### src/rtl/multicycle_decoder.sv
// Multicycle ARM control unit: Moore sequencing FSM plus combinational ALU and
// immediate/register-source decode for the instruction held in the IR.
module multicycle_decoder #(
    parameter int EXT_OPS   = 1,
    parameter int ALUCTRL_W = 3
) (
    input  logic                 clk,
    input  logic                 reset,
    input  logic [1:0]           Op,
    input  logic [5:0]           Funct,
    input  logic [3:0]           Rd,
    input  logic                 MemReady,
    output logic                 IRWrite,
    output logic                 AdrSrc,
    output logic                 NextPC,
    output logic                 RegW,
    output logic                 MemW,
    output logic                 PCS,
    output logic [1:0]           ResultSrc,
    output logic                 ALUSrcA,
    output logic [1:0]           ALUSrcB,
    output logic [1:0]           ImmSrc,
    output logic [1:0]           RegSrc,
    output logic [ALUCTRL_W-1:0] ALUControl,
    output logic [1:0]           FlagW,
    output logic                 Illegal,
    output logic [3:0]           State
);

    typedef enum logic [3:0] {
        S_FETCH   = 4'd0,
        S_DECODE  = 4'd1,
        S_MEMADR  = 4'd2,
        S_MEMRD   = 4'd3,
        S_MEMWB   = 4'd4,
        S_MEMWR   = 4'd5,
        S_EXECR   = 4'd6,
        S_EXECI   = 4'd7,
        S_ALUWB   = 4'd8,
        S_BRANCH  = 4'd9,
        S_ILLEGAL = 4'd10
    } state_t;

    localparam logic [2:0] ALU_ADD = 3'b000;
    localparam logic [2:0] ALU_SUB = 3'b001;
    localparam logic [2:0] ALU_AND = 3'b010;
    localparam logic [2:0] ALU_ORR = 3'b011;
    localparam logic [2:0] ALU_EOR = 3'b100;

    localparam logic ext_en = (EXT_OPS != 0);

    state_t     state, state_next;
    logic [3:0] cmd;
    logic       s_bit;
    logic       dp_legal, dp_wb, dp_arith;
    logic [2:0] dp_alu, alu_ctrl;
    logic       irwrite_raw, nextpc_raw, regw_raw, memw_raw, pcs_raw, illegal_raw;
    logic [1:0] flagw_raw;
    logic       rd_is_pc;

    assign cmd      = Funct[4:1];
    assign s_bit    = Funct[0];
    assign rd_is_pc = (Rd == 4'b1111);

    // NOTE: every always_comb output gets a default first so no path leaves a
    // value held, which would otherwise infer a latch.
    always_comb begin
        dp_legal = 1'b1;
        dp_wb    = 1'b1;
        dp_arith = 1'b0;
        dp_alu   = ALU_ADD;
        case (cmd)
            4'b0100: begin dp_alu = ALU_ADD; dp_arith = 1'b1; end
            4'b0010: begin dp_alu = ALU_SUB; dp_arith = 1'b1; end
            4'b0000: dp_alu = ALU_AND;
            4'b1100: dp_alu = ALU_ORR;
            4'b0001: begin dp_alu = ALU_EOR; dp_legal = ext_en; end
            4'b1010: begin
                dp_alu   = ALU_SUB;
                dp_arith = 1'b1;
                dp_wb    = 1'b0;
                dp_legal = ext_en && s_bit;
            end
            4'b1000: begin
                dp_alu   = ALU_AND;
                dp_wb    = 1'b0;
                dp_legal = ext_en && s_bit;
            end
            default: dp_legal = 1'b0;
        endcase
    end

    // NOTE: state registers use non-blocking assignments so every flop samples
    // the pre-edge value of its inputs.
    always_ff @(posedge clk or posedge reset) begin
        if (reset) state <= S_FETCH;
        else       state <= state_next;
    end

    always_comb begin
        state_next  = state;
        irwrite_raw = 1'b0;
        nextpc_raw  = 1'b0;
        regw_raw    = 1'b0;
        memw_raw    = 1'b0;
        pcs_raw     = 1'b0;
        illegal_raw = 1'b0;
        flagw_raw   = 2'b00;
        AdrSrc      = 1'b0;
        ResultSrc   = 2'b00;
        ALUSrcA     = 1'b0;
        ALUSrcB     = 2'b00;
        alu_ctrl    = ALU_ADD;
        case (state)
            S_FETCH: begin
                ALUSrcA     = 1'b1;
                ALUSrcB     = 2'b10;
                ResultSrc   = 2'b10;
                irwrite_raw = MemReady;
                nextpc_raw  = MemReady;
                if (MemReady) state_next = S_DECODE;
            end
            S_DECODE: begin
                ALUSrcA   = 1'b1;
                ALUSrcB   = 2'b10;
                ResultSrc = 2'b10;
                case (Op)
                    2'b01:   state_next = S_MEMADR;
                    2'b00:   state_next = !dp_legal ? S_ILLEGAL :
                                          (Funct[5] ? S_EXECI : S_EXECR);
                    2'b10:   state_next = S_BRANCH;
                    default: state_next = S_ILLEGAL;
                endcase
            end
            S_MEMADR: begin
                ALUSrcB    = 2'b01;
                state_next = Funct[0] ? S_MEMRD : S_MEMWR;
            end
            S_MEMRD: begin
                AdrSrc = 1'b1;
                if (MemReady) state_next = S_MEMWB;
            end
            S_MEMWR: begin
                AdrSrc   = 1'b1;
                memw_raw = 1'b1;
                if (MemReady) state_next = S_FETCH;
            end
            S_MEMWB: begin
                ResultSrc  = 2'b01;
                regw_raw   = 1'b1;
                pcs_raw    = rd_is_pc;
                state_next = S_FETCH;
            end
            S_EXECR, S_EXECI: begin
                ALUSrcB    = (state == S_EXECI) ? 2'b01 : 2'b00;
                alu_ctrl   = dp_alu;
                flagw_raw  = {s_bit, s_bit & dp_arith};
                state_next = dp_wb ? S_ALUWB : S_FETCH;
            end
            S_ALUWB: begin
                regw_raw   = 1'b1;
                pcs_raw    = rd_is_pc;
                state_next = S_FETCH;
            end
            S_BRANCH: begin
                ALUSrcB    = 2'b01;
                ResultSrc  = 2'b10;
                pcs_raw    = 1'b1;
                state_next = S_FETCH;
            end
            S_ILLEGAL: begin
                illegal_raw = 1'b1;
                state_next  = S_FETCH;
            end
            default: state_next = S_FETCH;
        endcase
    end

    // Immediate and register-source selects depend only on the opcode class.
    always_comb begin
        ImmSrc = 2'b00;
        RegSrc = 2'b00;
        case (Op)
            2'b01: begin
                ImmSrc = 2'b01;
                RegSrc = Funct[0] ? 2'b00 : 2'b10;
            end
            2'b10: begin
                ImmSrc = 2'b10;
                RegSrc = 2'b01;
            end
            default: ;
        endcase
    end

    // Enables drop combinationally with reset so an aborted access never writes.
    assign IRWrite    = irwrite_raw & ~reset;
    assign NextPC     = nextpc_raw & ~reset;
    assign RegW       = regw_raw & ~reset;
    assign MemW       = memw_raw & ~reset;
    assign PCS        = pcs_raw & ~reset;
    assign Illegal    = illegal_raw & ~reset;
    assign FlagW      = flagw_raw & {2{~reset}};
    assign ALUControl = alu_ctrl[ALUCTRL_W-1:0];
    assign State      = state;

endmodule

### config.mk
export PLATFORM = sky130hd
export DESIGN_NAME = multicycle_decoder
export DESIGN_NICKNAME = d
export VERILOG_FILES = /design/src/rtl/multicycle_decoder.sv
export SDC_FILE = /design/constraint.sdc
export NUM_CORES = 1
export LEC_CHECK = 0
export ABC_AREA = 1
export CORE_MARGIN = 4
export CORE_UTILIZATION = 38
export CTS_CLUSTER_DIAMETER = 150
export DETAILED_ROUTE_END_ITERATION = 7
export GPL_TIMING_DRIVEN = 1
export PLACE_DENSITY = 0.84
export SKIP_CTS_REPAIR_TIMING = 1
export SYNTH_ARGS = -nofsm -noshare
export SYNTH_HDL_FRONTEND = slang
export SYNTH_SLANG_ARGS = --single-unit
### constraint.sdc
create_clock -name clk -period 3.2 [get_ports clk]
set_clock_uncertainty 0.15 [all_clocks]
set_input_delay 0.64 -clock clk [delete_from_list [all_inputs] [get_ports clk]]
set_output_delay 0.64 -clock clk [all_outputs]
set_load 0.05 [all_outputs]
# Yosys cells after proc, flatten, opt, wreduce, memory -nomap -nowiden
# Index checks and enable logic that the tools add are counted.
# word_totals
romBits	0
wordCells	73
inputBits	15
output_inout_bits	25
ramBits	0
regBits	4
latchBits	0
mem_count	0
# classes
eq_ne	22
n_addsub	0
reduce_logical	15
multipliers	0
n_shift	0
n_lt_le_gt_ge	0
div_mod_pow	0
n_mux	27
n_bitwise	8
# ops
cell	n
equality test 4 bit, second input constant	7
case mux 4 bit (6 select lines)	1
equality test 4 x 3 -> 1 bit, second input constant	5
2-to-1 mux 4 bit	5
OR reduction 2 bit	8
equality test 4 x 2 -> 1 bit, second input constant	3
case mux 2 bit (2 select lines)	3
case mux 3 bit (4 select lines)	1
case mux 4 bit (3 select lines)	1
2-to-1 mux 1 bit	9
equality test 4 x 1 -> 1 bit, second input constant	2
zero test 4 bit	2
AND 1 bit	6
2-to-1 mux 3 bit	2
inequality test 2 bit, second input constant	3
case mux 2 bit (3 select lines)	1
OR reduction 3 bit	2
OR reduction 5 bit	1
2-to-1 mux 2 bit	2
case mux 1 bit (2 select lines)	2
AND reduction 3 bit	1
AND 2 bit	1
equality test 2 x 1 -> 1 bit, second input constant	1
equality test 2 bit, second input constant	1
2 further kinds	2

# Longest topological paths before layout
# Gate-level depths: netlist of the first run.
# depth
depth_word	6
depth_mapped	9
ltp_nobuf	9

# Least setup slack after synthesis of the first run
# No wires, ideal clock.
# synth_path
path_kind	reg2out
startpoint	register state[1] (netlist: State[1])
endpoint	output port ALUSrcB[0]
t_required_ps	2410
arrival_time_ps	2835
path_buffers	1
slack_ps	-425
path_stages_with_launch	4
path_cell_list	dfrtp_1 > buf_4 > clkinv_1 > o311ai_0
# synth_between
elab_chain_len	3
word_cells_on_any_way	11
# synth_rtl
item	line	source
start, declared	52	state_t state, state_next;
start signal, assigned	97	else state <= state_next;
equality test 4 x 3 -> 1 bit (tied with other cells)	114, 155	
2-to-1 mux 1 bit (tied with other cells)	155	ALUSrcB = (state == S_EXECI) ? 2'b01 : 2'b00;
case mux 2 bit (3 select lines) *	114	case (state)
end, declared	21	output logic [1:0] ALUSrcB,
# Mark *: on every way between the ends. The rest lies on a longest branch, timed or not.

# Worst setup path after layout of the first run
# Ends and elaborated chain as after synthesis.

==> results by group, run 1 <==
GRT
  – Vias in the first global route: roughly 740
  – Global-route wire length before repair: 2.842 mm
  – Initial antenna violation count: 0
  – Pin count of the biggest net entering global routing: 11
  – Total track usage: 0.1680
  – Congestion Overflow GR: 0

Logic synthesis
  – Post-synth top area share: 0.1636
  – Seq/Total Area, Yosys: 0.1636
  – Mapped cell area: between 600 and 700 um^2
  – EDFF count, synth: 0
  – Top post-synthesis cells by area: dfrtp_1, nand2_1, ha_1, nand3_1, inv_1
  – Syn_area_per_cell: 6.058 um^2
  – Ys flop type: dfrtp_1
  – Yosys cell types: 25
  – Synth Instances: 101
  – Area leader, netlist: dfrtp_1
  – FFs w/ async S/R, synth: 1.000
  – Mapped Nets: approximately 120
  – Yosys reg bits: 4
  – Yosys warnings: 0

Placed design
  – Hpwl dp: 1.678 mm
  – # placed instances: 153
  – Buffers on Ports: 39
  – Dpl ws: 409.5 ps
  – GP Congestion: 0.8546

Power
  – Power, Total: about 0.9 mW
  – Reg power frac: 0.129
  – Cell internal pwr: 0.3490 mW
  – Power Density: 817.8 nW/um^2
  – Comb pwr share: 0.804
  – Clock share of power: 0.067
  – Worst vdd ir: 444.3 uV
  – P_leak: 0.5316 nW
  – Psw: 0.5524 mW
  – Switch share: 0.6128

Die
  – DIE WIDTH: 48.13 um
  – Site Rows: 14
  – Die Span Y: slightly below 50 um
  – Die area: 2316 um^2
  – Core box area: about 1500 um^2
  – Effective utilization at floorplan: 0.4061
  – Ports: 40

Cells and area
  – Share of cells above drive strength 1: 0.2500
  – Max reg flops: 4
  – Layout Cells excl Fill: 156
  – Synth-to-Final Area Change: 80.16%
  – Area of the multi-input gates: around 440 um^2
  – Layout fillers: 131
  – Nets: approximately 160
  – Diode count: 0
  – Sequential cell area: 100.1 um^2

Job
  – Max-cap viol count: 0

STA
  – Post-layout min period: 2960 ps
  – Final period util: 0.9249
  – Setup violators final: 0
  – Max Slew Vio Count: 0
  – Post-Route Setup TNS: 0 ps
  – Worst slew pin tran: 500.0 ps
  – Fin. Hold Viols: 0
  – FMAX: 0.3379 GHz
  – Setup ws final: 240.2 ps
  – Slew margin rel.: 0.6656
  – Unrepaired setup endpoints after global routing: no

Worst setup path
  – Setup CP Type: reg -> out
  – Critical path arrival: 2170 ps
  – Crit Path Max Fanout: 10
  – CP Launch Type: register
  – Crit. Startpoint: State[1]$_DFFE_PP0P_
  – Worst Path Required: 2410 ps
  – Reg2Reg Launch Point: State[3]$_DFFE_PP0P_
  – Crit end category: output port

CTS
  – CTS tree: built
  – Clock sinks: 4
  – CTS root buf: clkbuf_4
  – Num CTS Buffers: 3
  – Clock buffer depth: 2
  – H-tree depth: 1
  – Clk_lat worst skew: 230 ps
  – Clock Pin Slew Worst Setup and Hold Paths: 30 ps

Detailed routing
  – Pre-Repair DR Iteration Count: 4
  – Initial DRC Count: 20
  – WL final: 1.869 mm
  – Via density: about 5.2
  – ANT nets after route: 0
  – Vias: a little over 800
  – Wire length per cell: around 12 um
  – DR DRC count: 0

Min path
  – Hold Crit Start: State[2]$_DFFE_PP0P_
  – Hold Crit Class: reg -> reg

Status
  – Status: complete, no violations
[synth_stat cells (3+ instances only)]
library cell	count
dfrtp_1	4
nor2_1	11
inv_1	14
nand3_1	12
nand2_1	24
buf_4	3
nor2_2	4
ha_1	5
inv_2	4
[worst paths after layout]
path,end,slack (ps),cells after the start
worst max register to register,State[1]$_DFFE_PP0P_,1630,7
worst min register to register,State[2]$_DFFE_PP0P_,390,2
min in group asynchronous,State[3]$_DFFE_PP0P_,710,2
max in group asynchronous,State[1]$_DFFE_PP0P_,2030,2
worst max-delay path,ALUSrcB[0],240,3
worst min-delay path,State[2]$_DFFE_PP0P_,390,2
[per-stage QoR]
| stage | utilization | hold WS, ps | cell area [um^2] |
|---|---|---|---|
| finish | 0.7317 | 388.3 | 1102 |
| global route | 0.7317 | 411.3 | 1102 |
| CTS | 0.7317 | 391.1 | 1102 |
| detailed placement | 0.7168 | 380.2 | 1080 |
| global placement | 0.7168 | 395.3 | 1080 |
| floorplan | - | 264.4 | 629.4 |
[layout make-up]
type,instances,area share
Multi-Input combinational cell,75,0.3950
Timing Repair Buffer,39,0.4109
Sequential cell,4,0.09081
Tap cell,16,0.01816
Inverter,19,0.06470
Clock buffer,3,0.02043
[critical path, cell delays in order, from the launching register on]
cell	delay [ps]
dfrtp_1	550
clkinv_1	210
o311ai_1	330
clkdlybuf4s50_1	850
[power groups by stage]
stage | clock network [mW] | logic [mW] | registers (mW)
floorplan | 0 | 0.445 | 0.169
global placement | 0 | 0.717 | 0.114
detailed placement | 0 | 0.728 | 0.116
CTS | 0.0626 | 0.730 | 0.116
global route | 0.0661 | 0.774 | 0.122
finish | 0.0601 | 0.725 | 0.117
[kinds of logic (layout without fill, tap and decap cells)]
group                      Yosys count  after routing  synth area share
AOI/OAI and AO/OA                   10             10            0.1064
buffers and inverters               22             61            0.1534
and+or+nand+nor                     60             60            0.4744
DFF                                  4              4            0.1636
adders and majority gates            5              5            0.1022
[layout by cell type, fill, tap and decap left out, types with 2 or more instances in the layout]
| cell type | instances |
|---|---|
| ha_1 | 5 |
| clkdlybuf4s50_1 | 24 |
| nand2_1 | 24 |
| buf_12 | 8 |
| nor4_2 | 2 |
| nor2_1 | 11 |
| inv_2 | 4 |
| buf_4 | 7 |
| o21ai_1 | 2 |
| a21oi_1 | 2 |
| inv_1 | 14 |
| nand2_2 | 2 |
| clkbuf_4 | 3 |
| nand3_1 | 12 |
| dfrtp_1 | 4 |
| nor2_2 | 4 |
[routing by layer]
metal,vias to the layer above,GRT usage,part of all wire
met5,-,0,0
met4,0,0.05376,0.020
met3,6,0.03321,0.12
met2,46,0.3272,0.50
met1,356,0.1774,0.36
li1,403,-,-
Power figures use the tool's default switching activity.
==> run 2, diff against run 1 <==
--- a/config.mk
+++ b/config.mk
@@ -11,7 +11,7 @@
 export CTS_CLUSTER_DIAMETER = 150
 export DETAILED_ROUTE_END_ITERATION = 7
 export GPL_TIMING_DRIVEN = 1
-export PLACE_DENSITY = 0.84
+export PLACE_DENSITY = 0.88
 export SKIP_CTS_REPAIR_TIMING = 1
 export SYNTH_ARGS = -nofsm -noshare
 export SYNTH_HDL_FRONTEND = slang
==> run 2 against run 1 <==
Against the previous run:
- critical path depth is the same
- combinational power grew 0.7%
- critical path type unchanged
- setup slack lost 16 ps
==> results by group, run 2 (same netlist as run 1, synthesis figures left out) <==
CTS
  – Clock Pin Slew Worst Setup and Hold Paths: 40 ps (about the same)
  – CTS root buf: clkbuf_4
  – Num CTS Buffers: 3 (unchanged)
  – H-tree depth: 1 (unchanged)
  – Clk_lat worst skew: 230 ps (about the same)
  – Clock sinks: 4 (unchanged)
  – CTS tree: built
  – Clock buffer depth: 2 (unchanged)

Worst setup path
  – Crit path max-delay family: buffers and inverters
  – Setup CP Type: reg -> out
  – Max stage delay on crit path: 860 ps (about the same)
  – CP cell instances: clkinv_1, o311ai_1, clkdlybuf4s50_1
  – CP max-delay cell: clkdlybuf4s50_1
  – Worst reg2reg path depth: 7 (unchanged)
  – Worst path bufs/invs: 2 (unchanged)
  – Critical path depth in cells: 3 (unchanged)
  – Crit Path Max Fanout: 10 (unchanged)
  – CP Launch Type: register
  – Crit end category: output port
  – Worst Path Required: 2410 ps (about the same)
  – Critical path arrival: 2190 ps (+20 ps)

Detailed routing
  – WL final: 1.946 mm (+4.1%)
  – Pre-Repair DR Iteration Count: 4 (unchanged)
  – Initial DRC Count: 13 (-35%)
  – ANT nets after route: 0 (unchanged)
  – Via density: 5.237 (+0.74%)
  – Vias: 817 (+0.74%)
  – Wire length per cell: 12.47 um (+4.1%)
  – DR DRC count: 0 (unchanged)

GRT
  – Initial antenna violation count: 0 (unchanged)
  – Congestion Overflow GR: 0 (unchanged)
  – Vias in the first global route: 805 (+8.2%)
  – Total track usage: 0.1826 (+0.01459)
  – Pin count of the biggest net entering global routing: 11 (unchanged)
  – Global-route wire length before repair: 3.070 mm (+8.0%)

Cells and area
  – Most frequent cells in the layout: nand2_1, clkdlybuf4s50_1, inv_1, nand3_1, nor2_1
  – Diode count: 0 (unchanged)
  – Share of cells above drive strength 1: 0.2500 (unchanged)
  – Synth-to-Final Area Change: 80.16% (unchanged)
  – Nets: 162 (unchanged)
  – Layout fillers: 128 (-2.3%)
  – Max reg flops: 4 (unchanged)

Power
  – Power Density: 822.6 nW/um^2 (+0.59%)
  – Power, Total: 0.9067 mW (+0.59%)
  – Switch share: 0.6151 (+0.002259)
  – P_leak: 0.5316 nW (unchanged)
  – Reg power frac: 0.128 (about the same)
  – Comb pwr share: 0.805 (about the same)
  – Cell internal pwr: 0.3490 mW (about the same)
  – Psw: 0.5577 mW (+0.96%)
  – Clock share of power: 0.067 (about the same)
  – Worst vdd ir: 616.3 uV (+39%)

Job
  – Max-cap viol count: 0 (unchanged)

Min path
  – Worst Hold Depth: 2 (unchanged)
  – Hold Crit Class: reg -> reg

STA
  – Max Slew Vio Count: 0 (unchanged)
  – Setup violators final: 0 (unchanged)
  – Slew margin rel.: 0.6629 (-0.002781)
  – Final period util: 0.9298 (+0.004851)
  – Post-Route Setup TNS: 0 ps (unchanged)
  – Unrepaired setup endpoints after global routing: no
  – FMAX: 0.3361 GHz (-0.52%)
  – Post-layout min period: 2975 ps (+15.52 ps)
  – Fin. Hold Viols: 0 (unchanged)
  – Worst slew pin tran: 504.1 ps (+4.158 ps)

Die
  – DIE WIDTH: 48.13 um (unchanged)
  – Die area: 2316 um^2 (unchanged)
  – Ports: 40 (unchanged)
  – Site Rows: 14 (unchanged)
  – Effective utilization at floorplan: 0.4061 (unchanged)
  – Core box area: 1506 um^2 (unchanged)
  – Die Span Y: 48.13 um (unchanged)

Placed design
  – Hpwl dp: 1.721 mm (+2.5%)
  – Buffers on Ports: 39 (unchanged)
  – GP Congestion: 0.8390 (-1.8%)

Status
  – Status: complete, no violations
[run 2: area by class of cell]
class	instances	area (um^2)	area share
repair buffers	39	452.9	0.4109
clock buffers	3	22.52	0.02043
well taps	16	20.02	0.01816
flip-flops and latches	4	100.1	0.09081
inverters	19	71.32	0.06470
multi-input cells	75	435.4	0.3950
[run 2: worst reg2reg max path: cells and delay by family, from the launching register on]
kind	cells	cell delay, ps
and+or+nand+nor	5	730
DFF	1	430
AOI/OAI and AO/OA	1	90
buffers and inverters	1	70
[run 2: per-stage QoR]
step | instances | worst slack, ps | hold WS [ps] | cell area (um^2) | utilization
2_1_floorplan | 101 | 154.1 | 264.4 | 629.4 | -
3_3_place_gp | 153 | 471.8 | 390.8 | 1080 | 0.7168
3_5_place_dp | 153 | 419.8 | 402.3 | 1080 | 0.7168
4_1_cts | 156 | 226.6 | 413.4 | 1102 | 0.7317
5_1_grt | 156 | 101.6 | 456.7 | 1102 | 0.7317
6_report | 156 | 224.7 | 404.2 | 1102 | 0.7317
[run 2: routing by layer]
layer  wire length [um]  GRT usage  vias up
met5                  0          0        -
met4                 10    0.03763        0
met3                206    0.05166        2
met2               1037     0.3536       40
met1                691     0.1938      370
li1                   -          -      405
[run 2: power by group through the flow]
stage                     registers, mW  clock network (mW)  logic (mW)
final                             0.116              0.0604       0.730
after global routing              0.119              0.0692       0.777
after CTS                         0.115              0.0643       0.732
after detailed placement          0.115                   0       0.731
after global placement            0.113                   0       0.715
after floorplan                   0.169                   0       0.445
[run 2: worst paths after layout]
| kind | endpoint | from | slack (ps) |
|---|---|---|---|
| min | State[2]$_DFFE_PP0P_ | State[2]$_DFFE_PP0P_ | 400 |
| min reg2reg | State[2]$_DFFE_PP0P_ | State[2]$_DFFE_PP0P_ | 400 |
| max | ALUSrcB[0] | State[1]$_DFFE_PP0P_ | 220 |
| max reg2reg | State[1]$_DFFE_PP0P_ | State[3]$_DFFE_PP0P_ | 1620 |
| min in group asynchronous | State[3]$_DFFE_PP0P_ | reset | 710 |
| max in group asynchronous | State[1]$_DFFE_PP0P_ | reset | 2030 |
